## src/rtl/queue_mp_pkg.sv

```systemverilog
// rv32i_types: shared fetch-queue entry type and queue sizing constants
package rv32i_types;
  typedef struct packed {
    logic [31:0] pc;
    logic [31:0] instr;
  } fetch_queue_t;
  localparam int FQ_ADDR_WIDTH = 4;
  localparam int FQ_PUSH_W = 2;
  localparam int FQ_POP_W = 2;
  localparam int FQ_AFULL = 12;
endpackage

```

## src/rtl/queue_mp_if.sv

```systemverilog
// queue_mp_if: push/pop/flush bundle between fetch, the queue and decode
interface queue_mp_if import rv32i_types::*; #(
  parameter int DATA_W = $bits(fetch_queue_t),
  parameter int ADDR_WIDTH = FQ_ADDR_WIDTH,
  parameter int PUSH_W = FQ_PUSH_W,
  parameter int POP_W = FQ_POP_W
);
  logic flush;
  logic [PUSH_W-1:0] push_valid;
  logic [PUSH_W*DATA_W-1:0] push_data;
  logic push_ready;
  logic [POP_W-1:0] out_valid;
  logic [POP_W*DATA_W-1:0] out_data;
  logic [$clog2(POP_W+1)-1:0] pop_cnt;
  logic [ADDR_WIDTH:0] count;
  logic almost_full;
  modport master (
    output flush, push_valid, push_data, pop_cnt,
    input push_ready, out_valid, out_data, count, almost_full
  );
  modport slave (
    input flush, push_valid, push_data, pop_cnt,
    output push_ready, out_valid, out_data, count, almost_full
  );
endinterface

```

## src/rtl/queue_mp_ptr_ctrl.sv

```systemverilog
// queue_ptr_ctrl: pointers, occupancy, push/pop accounting and flush priority
module queue_ptr_ctrl #(
  parameter int AW = 4,
  parameter int PUSH_W = 2,
  parameter int POP_W = 2,
  parameter int AFULL = 12,
  parameter int PCW = $clog2(POP_W + 1)
) (
  input  logic clk,
  input  logic rst,
  input  logic flush,
  input  logic [PUSH_W-1:0] push_valid,
  input  logic [PCW-1:0] pop_cnt,
  output logic [AW-1:0] rd_ptr,
  output logic [AW-1:0] wr_ptr,
  output logic [AW:0] count,
  output logic push_en,
  output logic push_ready,
  output logic almost_full
);
  localparam int DEPTH = 1 << AW;
  logic [AW:0] npush, npop;
  assign push_ready = ((AW+1)'(DEPTH) - count) >= (AW+1)'(PUSH_W);
  assign almost_full = count >= (AW+1)'(AFULL);
  assign push_en = push_ready && !flush;
  // accepted push lanes are counted only when the queue can take a full group; pops clamp to occupancy
  always_comb begin
    npush = '0;
    for (int i = 0; i < PUSH_W; i++) npush = npush + (AW+1)'(push_valid[i]);
    npush = push_en ? npush : '0;
    npop = ((AW+1)'(pop_cnt) > count) ? count : (AW+1)'(pop_cnt);
  end
  // reset and flush both empty the queue; otherwise advance pointers and occupancy
  always_ff @(posedge clk or negedge rst)
    if (!rst) begin
      rd_ptr <= '0;
      wr_ptr <= '0;
      count <= '0;
    end else if (flush) begin
      rd_ptr <= '0;
      wr_ptr <= '0;
      count <= '0;
    end else begin
      wr_ptr <= wr_ptr + AW'(npush);
      rd_ptr <= rd_ptr + AW'(npop);
      count <= count + npush - npop;
    end
  // simulation-only warnings for dropped pushes, gapped lanes and over-pops
  always @(posedge clk)
    if (rst && !flush) begin
      assert (!(|push_valid) || push_ready) else $warning("push dropped while push_ready low");
      assert ((push_valid & (push_valid + PUSH_W'(1))) == '0) else $warning("non-contiguous push_valid");
      assert ((AW+1)'(pop_cnt) <= count) else $warning("pop_cnt exceeds count, clamped");
    end
endmodule

```

## src/rtl/queue_mp.sv

```systemverilog
// queue_mp: multi-port flushable fetch queue with lane demux on write and rotate on read
module queue_mp import rv32i_types::*; #(
  parameter int DATA_W = $bits(fetch_queue_t),
  parameter int ADDR_WIDTH = FQ_ADDR_WIDTH,
  parameter int PUSH_W = FQ_PUSH_W,
  parameter int POP_W = FQ_POP_W,
  parameter int AFULL_THRESH = FQ_AFULL
) (
  input logic clk,
  input logic rst,
  queue_mp_if.slave q
);
  localparam int DEPTH = 1 << ADDR_WIDTH;
  logic [ADDR_WIDTH-1:0] rd_ptr, wr_ptr;
  logic push_en;
  logic [DATA_W-1:0] mem [DEPTH];
  queue_ptr_ctrl #(
    .AW(ADDR_WIDTH), .PUSH_W(PUSH_W), .POP_W(POP_W), .AFULL(AFULL_THRESH)
  ) u_ptr (
    .clk(clk),
    .rst(rst),
    .flush(q.flush),
    .push_valid(q.push_valid),
    .pop_cnt(q.pop_cnt),
    .rd_ptr(rd_ptr),
    .wr_ptr(wr_ptr),
    .count(q.count),
    .push_en(push_en),
    .push_ready(q.push_ready),
    .almost_full(q.almost_full)
  );
  // lane i lands at wr_ptr+i; the pointer wraps so a group may straddle the end of the array
  always_ff @(posedge clk)
    for (int i = 0; i < PUSH_W; i++)
      if (push_en && q.push_valid[i]) mem[wr_ptr + ADDR_WIDTH'(i)] <= q.push_data[i*DATA_W +: DATA_W];
  for (genvar g = 0; g < POP_W; g++) begin : g_rd
    assign q.out_data[g*DATA_W +: DATA_W] = mem[rd_ptr + ADDR_WIDTH'(g)];
    assign q.out_valid[g] = q.count > (ADDR_WIDTH+1)'(g);
  end
endmodule
```

## src/flat_wrapper.sv

```systemverilog
// flat-port wrapper written by rule: the top's interface ports become plain ports
module queue_mp_flat import rv32i_types::*;
#(
  parameter int DATA_W = $bits(fetch_queue_t),
  parameter int ADDR_WIDTH = FQ_ADDR_WIDTH,
  parameter int PUSH_W = FQ_PUSH_W,
  parameter int POP_W = FQ_POP_W,
  parameter int AFULL_THRESH = FQ_AFULL
)
  (clk, rst, q_flush, q_push_valid, q_push_data, q_pop_cnt, q_push_ready, q_out_valid, q_out_data, q_count, q_almost_full);
  queue_mp_if #(.DATA_W(DATA_W), .ADDR_WIDTH(ADDR_WIDTH), .PUSH_W(PUSH_W), .POP_W(POP_W)) q_i ();
  input logic clk;
  input logic rst;
  input wire logic [$bits(q_i.flush)-1:0] q_flush;
  input wire logic [$bits(q_i.push_valid)-1:0] q_push_valid;
  input wire logic [$bits(q_i.push_data)-1:0] q_push_data;
  input wire logic [$bits(q_i.pop_cnt)-1:0] q_pop_cnt;
  output wire logic [$bits(q_i.push_ready)-1:0] q_push_ready;
  output wire logic [$bits(q_i.out_valid)-1:0] q_out_valid;
  output wire logic [$bits(q_i.out_data)-1:0] q_out_data;
  output wire logic [$bits(q_i.count)-1:0] q_count;
  output wire logic [$bits(q_i.almost_full)-1:0] q_almost_full;
  assign q_i.flush = q_flush;
  assign q_i.push_valid = q_push_valid;
  assign q_i.push_data = q_push_data;
  assign q_i.pop_cnt = q_pop_cnt;
  assign q_push_ready = q_i.push_ready;
  assign q_out_valid = q_i.out_valid;
  assign q_out_data = q_i.out_data;
  assign q_count = q_i.count;
  assign q_almost_full = q_i.almost_full;
  queue_mp #(.DATA_W(DATA_W), .ADDR_WIDTH(ADDR_WIDTH), .PUSH_W(PUSH_W), .POP_W(POP_W), .AFULL_THRESH(AFULL_THRESH)) u_core (.clk(clk), .rst(rst), .q(q_i));
endmodule
```

## config.mk

```make
export PLATFORM = sky130hd
export DESIGN_NAME = queue_mp_flat
export DESIGN_NICKNAME = d
export VERILOG_FILES = /design/src/rtl/queue_mp_pkg.sv /design/src/rtl/queue_mp_if.sv /design/src/rtl/queue_mp_ptr_ctrl.sv /design/src/rtl/queue_mp.sv /design/src/flat_wrapper.sv
export SDC_FILE = /design/constraint.sdc
export NUM_CORES = 2
export LEC_CHECK = 0
export ABC_AREA = 1
export BUFFER_PORTS_ARGS = -buffer_cell sky130_fd_sc_hd__buf_2
export CAP_MARGIN = 20
export CELL_PAD_IN_SITES_DETAIL_PLACEMENT = 1
export CELL_PAD_IN_SITES_GLOBAL_PLACEMENT = 2
export CORE_MARGIN = 2
export CORE_UTILIZATION = 34
export CTS_CLUSTER_DIAMETER = 40
export CTS_CLUSTER_SIZE = 12
export DETAILED_ROUTE_END_ITERATION = 10
export PLACE_DENSITY = 0.76
export SYNTH_ARGS = -nofsm -noshare
export SYNTH_HDL_FRONTEND = slang
export SYNTH_SLANG_ARGS = --single-unit
```

## constraint.sdc

```tcl
create_clock -name clk -period 3.52 [get_ports clk]
set_input_delay 0.176 -clock clk [delete_from_list [all_inputs] [get_ports clk]]
set_output_delay 0.176 -clock clk [all_outputs]
set_load 0.05 [all_outputs]
```

; Word-level counts from Yosys, hierarchy flattened
; Memories as Yosys holds them, arrays and structs flattened.
; Cells that the tools add are included.
[totals]
regBits = 13
ramBits = 1024
inputBits = 135
out_inout_bits = 137
wordCells = 30
memories = 1
[op_classes]
n_addsub = 8
n_lt_le_gt_ge = 5
mux = 9
reduce_logical = 4
[memory_table]
columns = memory, depth, width, read_ports, rd_ports_with_merged_regs, wr, line
row1 = u_core.mem, 16, 64, 2, 0, 2, queue_mp.sv:16  ; logic [DATA_W-1:0] mem [DEPTH];
[op_table]
columns = cell, count
row1 = $gt A5 B1 Y1 const B, 2
row2 = $mux W5, 2
row3 = $add A4 B1 Y4 const B, 2
row4 = $mux W4, 2
row5 = $add A5 B2 Y5, 1
row6 = $ge A5 B2 Y1 const B, 1
row7 = $ge A5 B4 Y1 const B, 1
row8 = $gt A2 B5 Y1, 1
row9 = $sub A5 B5 Y5, 1
row10 = $sub A5 B5 Y5 const A, 1
row11 = $add A4 B2 Y4, 1
row12 = $add A4 B4 Y4, 1
row13 = $mux W1, 4
row14 = $logic_and A1 B1 Y1, 3
row15 = $add A1 B1 Y2, 1
row16 = $mux W2, 1
row17 = $logic_not A1 Y1, 1

; Depth between registers and ports, before layout
[logic_depth]
word_depth = 7
mapped_depth = 22
ltp_nobuf = 21

; Modules after synthesis
; From an unflattened synthesis, not the netlist that was laid out.
[hier_totals]
cells_unflattened = 9172
area_unflattened_um2 = 65775.6
[by_module_without_submodules]
columns = module, instances, cells_per_inst, area_each_um2, seq_area_each_um2
row1 = queue_mp, 1, 9045, 64774.6, 30749.5
row2 = queue_ptr_ctrl, 1, 127, 1001.0, 325.3

; Worst setup path before layout
; OpenSTA, ideal clock, no wires.
[synth_timing]
path_type = flip-flop to flip-flop
start = register u_core.u_ptr.count[0]
end = memory u_core.mem[10][0] (netlist bit), enable pin
setup_time_ns = 0.424
arrival_ns = 3.836
t_required_ns = 3.096
setup_slack_ns = -0.740
stages_incl_launch_ff = 15
path_buffers = 2
synth_period_minus_slack_ns = 4.260
cell_sequence = dfrtp_1 inv_1 ha_1 nand2_1 nor2_1 ha_1 nand3b_1 nor2_2 nand3_4 buf_6 nand2_1 nor2_4 buf_4 nand2_1 nand2_1
[synth_rtl]
columns = element, line
row1 = from (decl), queue_mp_ptr_ctrl.sv:16  ; output logic [AW:0] count,
row2 = from (signal assigned), queue_mp_ptr_ctrl.sv:46  ; count <= count + npush - npop;
row3 = to (decl), queue_mp.sv:16

==> impl_metrics.yaml <==
status:
  status: "complete, but fails checks"
  violations: "negative setup slack"
power_and_ir_drop:
  power_density_mw_per_mm2: 918
  p_leak_nw: 34.2
  ir_drop_v: 0.00102
  p_total_w: 0.0764
synth:
  synth_largest_area_cell: "edfxtp_1"
  synth_cells: 9290
  yosys_warnings: 0
  ys_async_sr_fraction: 0.0125
  synth_ff_type: "edfxtp_1"
  yosysSeqAreaShare: 0.449
  synth_area_leaders: "edfxtp_1 (44%), nand2_1 (17%), nand4_1 (9.4%)"
  syn_avg_cell_area_um2: 7.46
  synthTopCellsByCount: "nand2_1 (3126), nand4_1 (1038), edfxtp_1 (1024)"
  syn-num-nets: 9447
  synth_most_common_cell: "nand2_1"
  synth_edf_count: 1024
  netlist_area_mm2: 0.0693
  ys_seq_elements: 1037
  synth_top_area_frac: 0.444
  synth.distinct_cells: 32
die:
  core_area_mm2: 0.202
  die_area_mm2: 0.207
  start_util: 0.342
  io-pin-count: 272
  die_h_um: 455
  num_rows: 165
  die_w_um: 455
global_route:
  grt_max_degree: 194
  grt_pass1_wl_um: 501000
  overflow: 0
  grt_pass1_vias: 71600
  grt_util_all_layers: 0.328
  antenna_found_initial: 19
sta:
  final-max-slew-violation-count: 0
  worst_pin_slew_ns: 1.23
  finalHoldViolCount: 0
  slew_headroom: 0.182
  max_freq_ghz: 0.268
  clock_skew_ns: 0.0349
  worst_slack_ns: -0.216
  min_period_over_period: 1.06
  setup_viol: 1
  rsz0062_at_grt: "yes"
  post-route-min-period_ns: 3.74
critical_path:
  cp_common_cell: "nand2_1"
  cp-start-kind: "register"
  crit_path_end: "u_core.mem[13][25]"
  max_stage_delay_ns: 0.55
  cpMaxStageDelayCell: "dlygate4sd3_1"
  worstReg2RegStart: "u_core.u_ptr.count[1]"
  arrival_ns: 4.35
  crit_type: "reg -> reg"
  critPathRequiredTime_ns: 4.14
  critPathMaxFanout: 64
  path_cells: "inv_2 -> ha_2 -> nand2_1 -> nor2_2 -> ha_1 -> nand3b_1 -> nor2_2 -> nand3_4 -> buf_4 -> nand4_1 -> buf_12 -> nand2_1 -> nand2_1 -> dlygate4sd3_1"
  end_kind: "register"
  r2r_cells: 14
  crit_path_start: "u_core.u_ptr.count[1]"
  reg2reg_to: "u_core.mem[13][25]"
  reg2reg_slack_ns: -0.22
clocking:
  clk_pin_slew_worst_paths_ns: 0.05
  clk_latency_ns: 0.88
  h-tree-depth: 4
  cts.path.max_buffers: 3
  cts_tree: "yes"
  root_buffer: "clkbuf_16"
  cts.sinks: 1037
  cts_made_buffers: 224
hold_path:
  hp-start: "q_push_valid[0]"
  hold_path.class: "in -> reg"
cells_and_area:
  ff_latch_area_mm2: 0.0311
  multiInputGateArea_mm2: 0.0314
  layout-drive-gt1-share: 0.105
  stdcell_area_mm2: 0.0833
  syn_to_final_growth_pct: 20.3
  instances_no_fill: 12000
  num-nets-final: 9249
  fillers: 24000
drt:
  drtIter0Drc: 8412
  totalWireLength_um: 359000
  wl_per_cell_um: 30.0
  ant_nets: 0
  via_per_inst: 6.17
  drt_drc_violations_left: 0
  vias: 73800
  firstDrtPassIters: 6
job:
  cap_violations: 0
placed_design:
  dp_slack_ns: 0.182
  placed_area_mm2: 0.0726
  routabilityCongestion: 0.822
  io_buffers: 271
  place_hpwl_um: 179000
  place_inst: 11300
-- flip-flops by register name (all words and copies together) (netlist names) --
| signal | cells |
|---|---|
| u_core.mem | 1024 |
| u_core.u_ptr.count | 5 |
| u_core.u_ptr.rd_ptr | 4 |
| u_core.u_ptr.wr_ptr | 4 |
-- worst min path at each step --
stage / to / slack, ns / depth (start not counted)
floorplan: u_core.u_ptr.count[0] / -0.12 / 0
global placement: u_core.u_ptr.count[4] / 0.12 / 1
detailed placement: u_core.u_ptr.count[4] / 0.13 / 1
CTS: u_core.u_ptr.wr_ptr[0] / 0.03 / 7
global route: u_core.u_ptr.wr_ptr[0] / 0.13 / 7
finish: u_core.u_ptr.wr_ptr[0] / 0.08 / 7
-- final cells by class --
| type | instances | area share |
|---|---|---|
| diodes | 12 | 0.000360 |
| clock buffers | 254 | 0.0694 |
| clock inverters | 166 | 0.0214 |
| inverters | 549 | 0.0254 |
| multi-input cells | 6564 | 0.377 |
| flip-flops and latches | 1037 | 0.373 |
| well taps | 2672 | 0.0401 |
| repair buffers | 713 | 0.0924 |
| repair inverters | 3 | 0.000375 |
-- metal layers --
metal / global-route usage / share of wire
met1: 0.429 / 0.40
met4: 0.157 / 0.051
met5: 0 / 0.000098
met3: 0.0476 / 0.085
met2: 0.534 / 0.46
-- placed cells by master (no fill, tap or decap), types with 74 or more instances in the layout --
| cell | instances |
|---|---|
| a21oi_1 | 524 |
| buf_12 | 115 |
| buf_2 | 230 |
| buf_4 | 122 |
| clkbuf_16 | 241 |
| dlygate4sd3_1 | 159 |
| edfxtp_1 | 1024 |
| inv_1 | 542 |
| nand2_1 | 3099 |
| nand3_1 | 639 |
| nand4_1 | 1038 |
| nor2_1 | 147 |
| o211ai_1 | 257 |
| o21ai_0 | 702 |
| o21ai_1 | 74 |
-- power breakdown --
part | total (W) | switching (W) | internal (W) | leakage (nW)
combinational | 0.0403 | 0.0297 | 0.0106 | 21.2
sequential | 0.0146 | 0.000338 | 0.0142 | 9.41
clock | 0.0215 | 0.00757 | 0.0140 | 3.62
total | 0.0764 | 0.0376 | 0.0388 | 34.2
-- worst max-delay path: cells and delay by family (launching register included) --
family                     cells  cell delay (ns)
buffers and inverters          4             1.27
and+or+nand+nor                8             1.05
adders and majority gates      2             0.45
DFF                            1             0.41
-- logic make-up (layout without fill, tap and decap cells) --
logic type,Yosys count,in the layout,share of synthesized area
AOI/OAI and AO/OA,1559,1559,0.122
xor gates and xnor gates,4,4,0.000506
adders and majority gates,22,22,0.00441
buffers and inverters,1689,1685,0.105
DFF,1037,1037,0.449
other,1,13,0.0000541
and+or+nand+nor,4978,4978,0.320
-- stage by stage --
stage | utilization | TNS, ns | hold slack [ns]
floorplan | - | 0 | -0.120
global placement | 0.359 | 0 | 0.122
detailed placement | 0.359 | 0 | 0.132
CTS | 0.407 | 0 | 0.0348
global route | 0.412 | -0.415 | 0.129
finish | 0.412 | -0.216 | 0.0803
-- what timing repair did --
item / 4_1_cts / 5_1_grt
pin swaps: 2 / 8
hold buffers: 159 / 0
setup buffers: 10 / 29
cloned: 10 / 17
gates resized for setup: 47 / 86
hold endpoints to repair: 1045 / 0
endpoints found under the setup margin: 99 / 180
Power figures use the tool's default switching activity.
